--- src/rtl/accum_request_sequencer_if.sv ---
// Request-sequencer bus: capture controls and pixel stream in, accumulator
// request stream and run status out.
interface accum_request_sequencer_if #(
    parameter int DEPTH     = 76800,
    parameter int BITS      = 8,
    parameter int LUM_WIDTH = 8
);
    localparam int AW  = $clog2(DEPTH);
    localparam int FCW = $clog2(BITS + 1);

    logic                 start_in;
    logic                 abort_in;
    logic                 pixel_valid_in;
    logic                 frame_start_in;
    logic [LUM_WIDTH-1:0] pixel_lum_in;
    logic [LUM_WIDTH-1:0] threshold_in;

    logic [AW-1:0]        addr_out;
    logic                 summand_out;
    logic                 request_type_out;
    logic                 request_valid_out;
    logic                 busy_out;
    logic [FCW-1:0]       frame_count_out;
    logic                 done_out;
    logic                 frame_err_out;

    modport slave (
        input  start_in, abort_in, pixel_valid_in, frame_start_in,
               pixel_lum_in, threshold_in,
        output addr_out, summand_out, request_type_out, request_valid_out,
               busy_out, frame_count_out, done_out, frame_err_out
    );

    modport master (
        output start_in, abort_in, pixel_valid_in, frame_start_in,
               pixel_lum_in, threshold_in,
        input  addr_out, summand_out, request_type_out, request_valid_out,
               busy_out, frame_count_out, done_out, frame_err_out
    );
endinterface

--- src/rtl/accum_request_sequencer.sv ---
// Turns BITS thresholded frames into accumulator WRITE requests, then sweeps
// the accumulator with one READ per address and pulses done.
module accum_request_sequencer #(
    parameter int DEPTH     = 76800,
    parameter int BITS      = 8,
    parameter int LUM_WIDTH = 8
) (
    input  logic                     clk_in,
    input  logic                     rst_in,
    accum_request_sequencer_if.slave bus
);
    localparam int AW  = $clog2(DEPTH);
    localparam int FCW = $clog2(BITS + 1);
    localparam logic [AW-1:0]  LAST_ADDR  = AW'(DEPTH - 1);
    localparam logic [FCW-1:0] LAST_FRAME = FCW'(BITS);

    typedef enum logic [1:0] {IDLE, WAIT_FRAME, CAPTURE, READOUT} state_t;
    typedef enum logic {READ = 1'b0, WRITE = 1'b1} accum_request_t;

    state_t         r_state;
    logic [AW-1:0]  r_cnt;
    logic [AW-1:0]  r_addr;
    logic           r_summand;
    accum_request_t r_type;
    logic           r_valid;
    logic           r_busy;
    logic [FCW-1:0] r_fcount;
    logic           r_done;
    logic           r_err;
    logic           r_rd_end;

    logic           w_take;
    logic           w_short;
    logic [AW-1:0]  w_waddr;
    logic           w_last;
    logic [FCW-1:0] w_fcount_inc;
    logic           w_summand;

    // A frame-start pixel always lands on address 0, whether it opens a frame
    // or truncates the current one.
    assign w_take       = bus.pixel_valid_in &&
                          ((r_state == CAPTURE) ||
                           ((r_state == WAIT_FRAME) && bus.frame_start_in));
    assign w_short      = (r_state == CAPTURE) && bus.pixel_valid_in &&
                          bus.frame_start_in && (r_cnt != '0);
    assign w_waddr      = ((r_state == CAPTURE) && !bus.frame_start_in) ? r_cnt : '0;
    assign w_last       = (w_waddr == LAST_ADDR);
    assign w_fcount_inc = r_fcount + 1'b1;
    assign w_summand    = (bus.pixel_lum_in >= bus.threshold_in);

    always_ff @(posedge clk_in or negedge rst_in) begin
        if (!rst_in) begin
            r_state   <= IDLE;
            r_cnt     <= '0;
            r_addr    <= '0;
            r_summand <= 1'b0;
            r_type    <= READ;
            r_valid   <= 1'b0;
            r_busy    <= 1'b0;
            r_fcount  <= '0;
            r_done    <= 1'b0;
            r_err     <= 1'b0;
            r_rd_end  <= 1'b0;
        end else begin
            r_valid <= 1'b0;
            r_done  <= 1'b0;
            if (bus.abort_in) begin
                r_state  <= IDLE;
                r_busy   <= 1'b0;
                r_rd_end <= 1'b0;
            end else begin
                case (r_state)
                    IDLE: begin
                        if (bus.start_in) begin
                            r_state  <= WAIT_FRAME;
                            r_busy   <= 1'b1;
                            r_fcount <= '0;
                            r_err    <= 1'b0;
                        end
                    end
                    WAIT_FRAME, CAPTURE: begin
                        if (w_take) begin
                            r_addr    <= w_waddr;
                            r_summand <= w_summand;
                            r_type    <= WRITE;
                            r_valid   <= 1'b1;
                            if (w_short) r_err <= 1'b1;
                            if (w_last) begin
                                r_cnt    <= '0;
                                r_fcount <= w_fcount_inc;
                                r_state  <= (w_fcount_inc == LAST_FRAME) ? READOUT : WAIT_FRAME;
                            end else begin
                                r_cnt   <= w_waddr + 1'b1;
                                r_state <= CAPTURE;
                            end
                        end
                    end
                    READOUT: begin
                        // r_rd_end marks the cycle after the last READ, which carries done.
                        if (r_rd_end) begin
                            r_rd_end <= 1'b0;
                            r_done   <= 1'b1;
                            r_busy   <= 1'b0;
                            r_state  <= IDLE;
                        end else begin
                            r_addr    <= r_cnt;
                            r_summand <= 1'b0;
                            r_type    <= READ;
                            r_valid   <= 1'b1;
                            if (r_cnt == LAST_ADDR) begin
                                r_cnt    <= '0;
                                r_rd_end <= 1'b1;
                            end else begin
                                r_cnt <= r_cnt + 1'b1;
                            end
                        end
                    end
                    default: begin
                        r_state <= IDLE;
                        r_busy  <= 1'b0;
                    end
                endcase
            end
        end
    end

    assign bus.addr_out          = r_addr;
    assign bus.summand_out       = r_summand;
    assign bus.request_type_out  = r_type;
    assign bus.request_valid_out = r_valid;
    assign bus.busy_out          = r_busy;
    assign bus.frame_count_out   = r_fcount;
    assign bus.done_out          = r_done;
    assign bus.frame_err_out     = r_err;
endmodule

--- src/flat_wrapper.sv ---
// flat-port wrapper written by rule: the top's interface ports become plain ports
module accum_request_sequencer_flat 
#(
    parameter int DEPTH     = 76800,
    parameter int BITS      = 8,
    parameter int LUM_WIDTH = 8
)
  (clk_in, rst_in, bus_start_in, bus_abort_in, bus_pixel_valid_in, bus_frame_start_in, bus_pixel_lum_in, bus_threshold_in, bus_addr_out, bus_summand_out, bus_request_type_out, bus_request_valid_out, bus_busy_out, bus_frame_count_out, bus_done_out, bus_frame_err_out);
  accum_request_sequencer_if #(.DEPTH(DEPTH), .BITS(BITS), .LUM_WIDTH(LUM_WIDTH)) bus_i ();
  input  logic clk_in;
  input  logic rst_in;
  input wire logic [$bits(bus_i.start_in)-1:0] bus_start_in;
  input wire logic [$bits(bus_i.abort_in)-1:0] bus_abort_in;
  input wire logic [$bits(bus_i.pixel_valid_in)-1:0] bus_pixel_valid_in;
  input wire logic [$bits(bus_i.frame_start_in)-1:0] bus_frame_start_in;
  input wire logic [$bits(bus_i.pixel_lum_in)-1:0] bus_pixel_lum_in;
  input wire logic [$bits(bus_i.threshold_in)-1:0] bus_threshold_in;
  output wire logic [$bits(bus_i.addr_out)-1:0] bus_addr_out;
  output wire logic [$bits(bus_i.summand_out)-1:0] bus_summand_out;
  output wire logic [$bits(bus_i.request_type_out)-1:0] bus_request_type_out;
  output wire logic [$bits(bus_i.request_valid_out)-1:0] bus_request_valid_out;
  output wire logic [$bits(bus_i.busy_out)-1:0] bus_busy_out;
  output wire logic [$bits(bus_i.frame_count_out)-1:0] bus_frame_count_out;
  output wire logic [$bits(bus_i.done_out)-1:0] bus_done_out;
  output wire logic [$bits(bus_i.frame_err_out)-1:0] bus_frame_err_out;
  assign bus_i.start_in = bus_start_in;
  assign bus_i.abort_in = bus_abort_in;
  assign bus_i.pixel_valid_in = bus_pixel_valid_in;
  assign bus_i.frame_start_in = bus_frame_start_in;
  assign bus_i.pixel_lum_in = bus_pixel_lum_in;
  assign bus_i.threshold_in = bus_threshold_in;
  assign bus_addr_out = bus_i.addr_out;
  assign bus_summand_out = bus_i.summand_out;
  assign bus_request_type_out = bus_i.request_type_out;
  assign bus_request_valid_out = bus_i.request_valid_out;
  assign bus_busy_out = bus_i.busy_out;
  assign bus_frame_count_out = bus_i.frame_count_out;
  assign bus_done_out = bus_i.done_out;
  assign bus_frame_err_out = bus_i.frame_err_out;
  accum_request_sequencer #(.DEPTH(DEPTH), .BITS(BITS), .LUM_WIDTH(LUM_WIDTH)) u_core (.clk_in(clk_in), .rst_in(rst_in), .bus(bus_i));
endmodule
--- config.mk ---
export PLATFORM = sky130hd
export DESIGN_NAME = accum_request_sequencer_flat
export DESIGN_NICKNAME = d
export VERILOG_FILES = /design/src/rtl/accum_request_sequencer_if.sv /design/src/rtl/accum_request_sequencer.sv /design/src/flat_wrapper.sv
export SDC_FILE = /design/constraint.sdc
export NUM_CORES = 1
export LEC_CHECK = 0
export ABC_AREA = 1
export CAP_MARGIN = 10
export CORE_MARGIN = 5
export CORE_UTILIZATION = 55
export DETAILED_ROUTE_END_ITERATION = 7
export PLACE_DENSITY = 0.81
export SYNTH_ARGS = -nofsm -noshare
export SYNTH_HDL_FRONTEND = slang
export SYNTH_SLANG_ARGS = --single-unit
--- constraint.sdc ---
create_clock -name clk_in -period 3.1 [get_ports clk_in]
set_clock_uncertainty 0.2 [all_clocks]
set_input_delay 0.62 -clock clk_in [delete_from_list [all_inputs] [get_ports clk_in]]
set_output_delay 0.62 -clock clk_in [all_outputs]
set_load 0.005 [all_outputs]
[Word-level counts from Yosys, hierarchy flattened]
Cells that the tools add are included.
Cells by class
  $add $sub $neg: 3
  multiply operators: 0
  divide/modulo/power cells: 0
  magnitude comparators: 1
  equal/unequal tests: 14
  shifts and indexed selects: 0
  muxes and demuxes: 44
  bitwise logic cells: 1
  reductions and logical operators: 20
Operators with widths (count)
  17-bit 2-to-1 mux: 7
  17-bit case mux with 2 select lines: 2
  17-bit by 1-bit adder with 17-bit output, second input constant: 2
  17-bit equality test, second input constant: 2
  1-bit 2-to-1 mux: 19
  17-bit nonzero test: 1
  2-bit 2-to-1 mux: 6
  4-bit 2-to-1 mux: 3
  1-bit case mux with 2 select lines: 5
  5-bit AND reduction: 2
  8-bit greater-or-equal comparator: 1
  4-bit case mux with 2 select lines: 1
  1-bit logical AND: 6
  2-bit by 1-bit inequality test with 1-bit output, second input constant: 3
  3-bit by 2-bit inequality test with 1-bit output, second input constant: 2
  2-bit case mux with 3 select lines: 1
  3-bit AND reduction: 2
  2-bit nonzero test: 3
  4-bit by 1-bit adder with 4-bit output, second input constant: 1
  2-bit equality test, second input constant: 2
  4-bit equality test, second input constant: 1
  2-bit inequality test, second input constant: 2
  4-bit AND reduction: 1
  3-bit inequality test, second input constant: 1
  7 further kinds: 7
Storage, ports and cells
  bits in registers: 47
  bits in latches: 0
  RAM bits: 0
  memory bits (read-only): 0
  input bits: 22
  output and inout bits: 27
  memories kept: 0

[Depth between registers and ports, before layout]
  depth after elaboration: 8
  depth in mapped cells: 15
  gate-level depth less buffers: 15

[Worst setup path before layout]
Ideal clock, no wire load.
  kind: register -> register
  start point: reg u_core.r_state[0]
  end point: reg u_core.r_fcount[3], in the netlist u_core.bus.frame_count_out[3]
  setup time: 0.118 ns
  data arrival time: 2.075 ns
  required time: 2.782 ns
  setup slack: 0.707 ns
  stages on the path, launching flop included: 15
  clock period less this slack: 2.393 ns
  cell sequence: dfrtp_1 > inv_1 > ha_1 > buf_4 > nand2_2 > buf_2 > nor2_1 > ha_1 > nand4_4 > nor2_4 > nand3b_2 > nand2_2 > nand2_4 > nand2_1 > o21ai_2
Between the ends
  word-level cells in the longest chain between the ends: 6
  elaborated cells on any way between the ends: 16
Ends and longest elaborated chain
  from (decl): line accum_request_sequencer.sv:20  | state_t r_state;
  from (signal assigned): line accum_request_sequencer.sv:91  | r_state <= (w_fcount_inc == LAST_FRAME) ? READOUT : WAIT_FRAME;
  2-bit equality test or 2-bit by 1-bit equality test with 1-bit output (tied branches)
  1-bit logical AND (on tied branches): line accum_request_sequencer.sv:46, accum_request_sequencer.sv:43
  17-bit 2-to-1 mux or 1-bit logical OR (tied branches): line accum_request_sequencer.sv:46, accum_request_sequencer.sv:42
  17-bit equality test or 1-bit logical AND (tied branches): line accum_request_sequencer.sv:47, accum_request_sequencer.sv:41
  2-bit by 1-bit inequality test with 1-bit output (no source line)
  5-bit AND reduction (no source line)
  to (signal assigned): line accum_request_sequencer.sv:90  | r_fcount <= w_fcount_inc;
  to (decl): line accum_request_sequencer.sv:27  | logic [FCW-1:0] r_fcount;
Parallel ways exist; a longest one is shown, timed or not.
A chain may end at the register's enable or synchronous reset.

[Worst setup path after layout]
  start point: in bus_frame_start_in
  end point: reg u_core.r_fcount[2], in the netlist u_core.bus.frame_count_out[2]
Between the ends
  word-level cells in the longest chain between the ends: 6
  elaborated cells on any way between the ends: 10
Ends and longest elaborated chain
  from (decl): line flat_wrapper.sv:15  | input wire logic [$bits(bus_i.frame_start_in)-1:0] bus_frame_start_in;
  1-bit zero test: line accum_request_sequencer.sv:46  | assign w_waddr = ((r_state == CAPTURE) && !bus.frame_start_in) ? r_cnt : '0;
  1-bit logical AND: line accum_request_sequencer.sv:46
  17-bit 2-to-1 mux: line accum_request_sequencer.sv:46
  17-bit equality test: line accum_request_sequencer.sv:47  | assign w_last = (w_waddr == LAST_ADDR);
  2-bit by 1-bit inequality test with 1-bit output (no source line)
  5-bit AND reduction (no source line) (*)
Every way passes the cells marked *; elsewhere a longest branch is shown, timed or not.

==> reports/metrics.cfg <==
[sta]
finalMaxSlewViolations=0
fin_crit_ns=2.551
worst_pin_slew_ns=0.5005
rsz0062_at_grt=no
max_freq_ghz=0.3920
relSlewSlack=0.6663
setup_viol=0
finalCritPeriodShare=0.8230
finalHoldViolations=0
timing.setup.tns_ns=0

[routing]
ant_nets=0
drt_first_pass_iters=7
routedWlPerCell_um=14.59
vias_per_cell=5.458
vias=3220
routed_wl_um=8610
drt_drc_violations_left=0
drt_iter0_markers=264

[finish]
area_delta_synth_final_pct=19.02
antenna_cells=0
drive_above_1_share=0.08544
utilization=0.6730
final_nets=554
final_common_cell=nand2_1
fin_area_um2=3961
mostFrequentLayoutCells=nand2_1, inv_1, clkdlybuf4s50_1, dfrtp_1, nor2_1

[synthesis]
synth_fp_nets=507
ys_seq_area_frac=0.3534
yosys_register_bits=47
yosys-top-cells-area=dfrtp_1, nand2_1, inv_1
yosysWarnings=0
avgSynthCellArea_um2=7.112
syn_inst=468
synthDistinctLibCells=39
yosys.area.top_type=dfrtp_1
netlist_area_um2=3328
synth_top_area_share=0.3534

[pwr]
power_density_nw_per_um2=599.8
power_uw=2376
ir_worst_vdd_mv=0.4169
p_leak_uw=0.001867

[floorplanning]
die_height_um=87.79
dieArea_um2=7707
placementRows=28
core_area_um2=5886
die_width_um=87.79
start_util=0.5655
io_pins=49

[clock_network]
cts_buffers=5
clk_pin_slew_ns=0.09
cts.sinks=47
cts_tree=done
cts_max_level=2
holdBufCountCts=0
insertion_delay_ns=0.31
cts_resized=0
cts_buffer_depth=2
cts_root_buf=clkbuf_8
cts_setup_buffers=0

[place]
dpl_cell_area_um2=3855
globalplace.congestion=0.9352
dpl.hpwl_um=6816
port_buffers=48

[setup_path]
arrival_ns=2.56
worst_ep_required_time_ns=3.11
path_max_fanout=10
critPathLaunchType=primary input
worstSetupPathType=primary input to flip-flop
endpoint_kind=flip-flop

[flow_run]
max-cap-violations=0

[global_routing]
track_usage=0.2444
grt_start_max_net_pins=29
antenna_found_initial=0
grt-ovfl-total=0
grt_pass1_vias=3181
grt_pass1_wl_um=14680

[hold_path]
hold_class=primary input to asynchronous set/reset pin

[outcome]
run_status=complete, no violations

sequential cells by signal, indices dropped and copies added (netlist names):
register and count:
u_core.bus.request_type_out 1, u_core.r_state 2, u_core.bus.frame_count_out 4, u_core.r_cnt 17, u_core.bus.frame_err_out 1, u_core.bus.busy_out 1
u_core.r_rd_end 1, u_core.bus.summand_out 1, u_core.bus.request_valid_out 1, u_core.bus.done_out 1, u_core.bus.addr_out 17
cell usage after synthesis, drive strengths merged:
master	count
a22oi	3
buf	16
a21oi	7
xnor2	1
o2111ai	1
ha	17
nand3b	1
o22ai	1
or2	1
mux2i	1
nand2	141
inv	63
nand3	36
o21ai	39
dfrtp	47
nor2	53
a21boi	3
nor3	10
nor4	2
clkbuf	1
o211ai	2
a31oi	1
nand4	14
xor2	7
kinds of logic (layout without fill, tap and decap cells):
| group | Yosys count | in the layout | synth area share |
|---|---|---|---|
| compound gates | 57 | 57 | 0.09474 |
| xor+xnor | 8 | 8 | 0.02105 |
| fa+ha+maj | 17 | 17 | 0.06391 |
| buf+inv | 80 | 127 | 0.1049 |
| flops | 47 | 47 | 0.3534 |
| mux | 1 | 1 | 0.003008 |
| simple gates | 258 | 258 | 0.3590 |
worst max-delay path, cell delays in order:
cell and delay [ns]:
clkdlybuf4s50_1 0.53, inv_4 0.17, nand2_2 0.07, nor2_1 0.09, ha_1 0.23, nand4_4 0.16, nor2_4 0.20, nand3b_2 0.14
nand2_2 0.11, nand2_4 0.08, nand2_1 0.09, o21ai_1 0.06
through the flow:
stage	hold slack [ns]	worst slack [ns]	cells
after global routing	0.09318	0.3957	590
after floorplan	0.1244	0.7072	468
after detailed placement	0.2705	0.2327	583
after CTS	0.07263	0.5809	590
after global placement	0.2633	0.3134	583
final	0.06499	0.5488	590
path summary, 6_finish.rpt:
| path | to | from | slack (ns) | cells after the start |
|---|---|---|---|---|
| worst min-delay path | u_core.bus.done_out | rst_in | 0.06 | 1 |
| worst max register to register | u_core.bus.frame_count_out[2] | u_core.r_state[0] | 0.65 | 13 |
| worst max-delay path | u_core.bus.frame_count_out[2] | bus_frame_start_in | 0.55 | 12 |
| min in group clk_in | u_core.bus.addr_out[14] | u_core.bus.addr_out[14] | 0.29 | 2 |
| worst min register to register | u_core.bus.addr_out[14] | u_core.bus.addr_out[14] | 0.29 | 2 |
| max in group asynchronous | u_core.r_cnt[5] | rst_in | 1.90 | 2 |
power breakdown:
| group | total [uW] | switching [uW] | internal [uW] | leakage [uW] |
|---|---|---|---|---|
| Combinational | 1020 | 594 | 428 | 0.00118 |
| Clock | 449 | 214 | 236 | 0.0000502 |
| Sequential | 905 | 154 | 751 | 0.000632 |
| Total | 2380 | 962 | 1410 | 0.00187 |
final cells by class:
type / instances / area [um^2]
timing repair buffer: 57 / 543.0
clock inverter: 2 / 37.54
multi-input combinational: 341 / 1803
sequential: 47 / 1176
tap: 75 / 93.84
inverter: 63 / 239.0
clock buffer: 5 / 68.82
fill: 506 / 1924
routing by layer:
| metal | GRT usage | vias to the layer above | wire length (um) | share of wire |
|---|---|---|---|---|
| met2 | 0.4356 | 103 | 4272 | 0.50 |
| met5 | 0 | - | 0 | 0 |
| met3 | 0.03669 | 18 | 479 | 0.056 |
| met1 | 0.2997 | 1507 | 3646 | 0.42 |
| met4 | 0.08508 | 0 | 212 | 0.025 |
| li1 | - | 1592 | - | - |
Note: power is estimated with default switching activity, not from simulation.
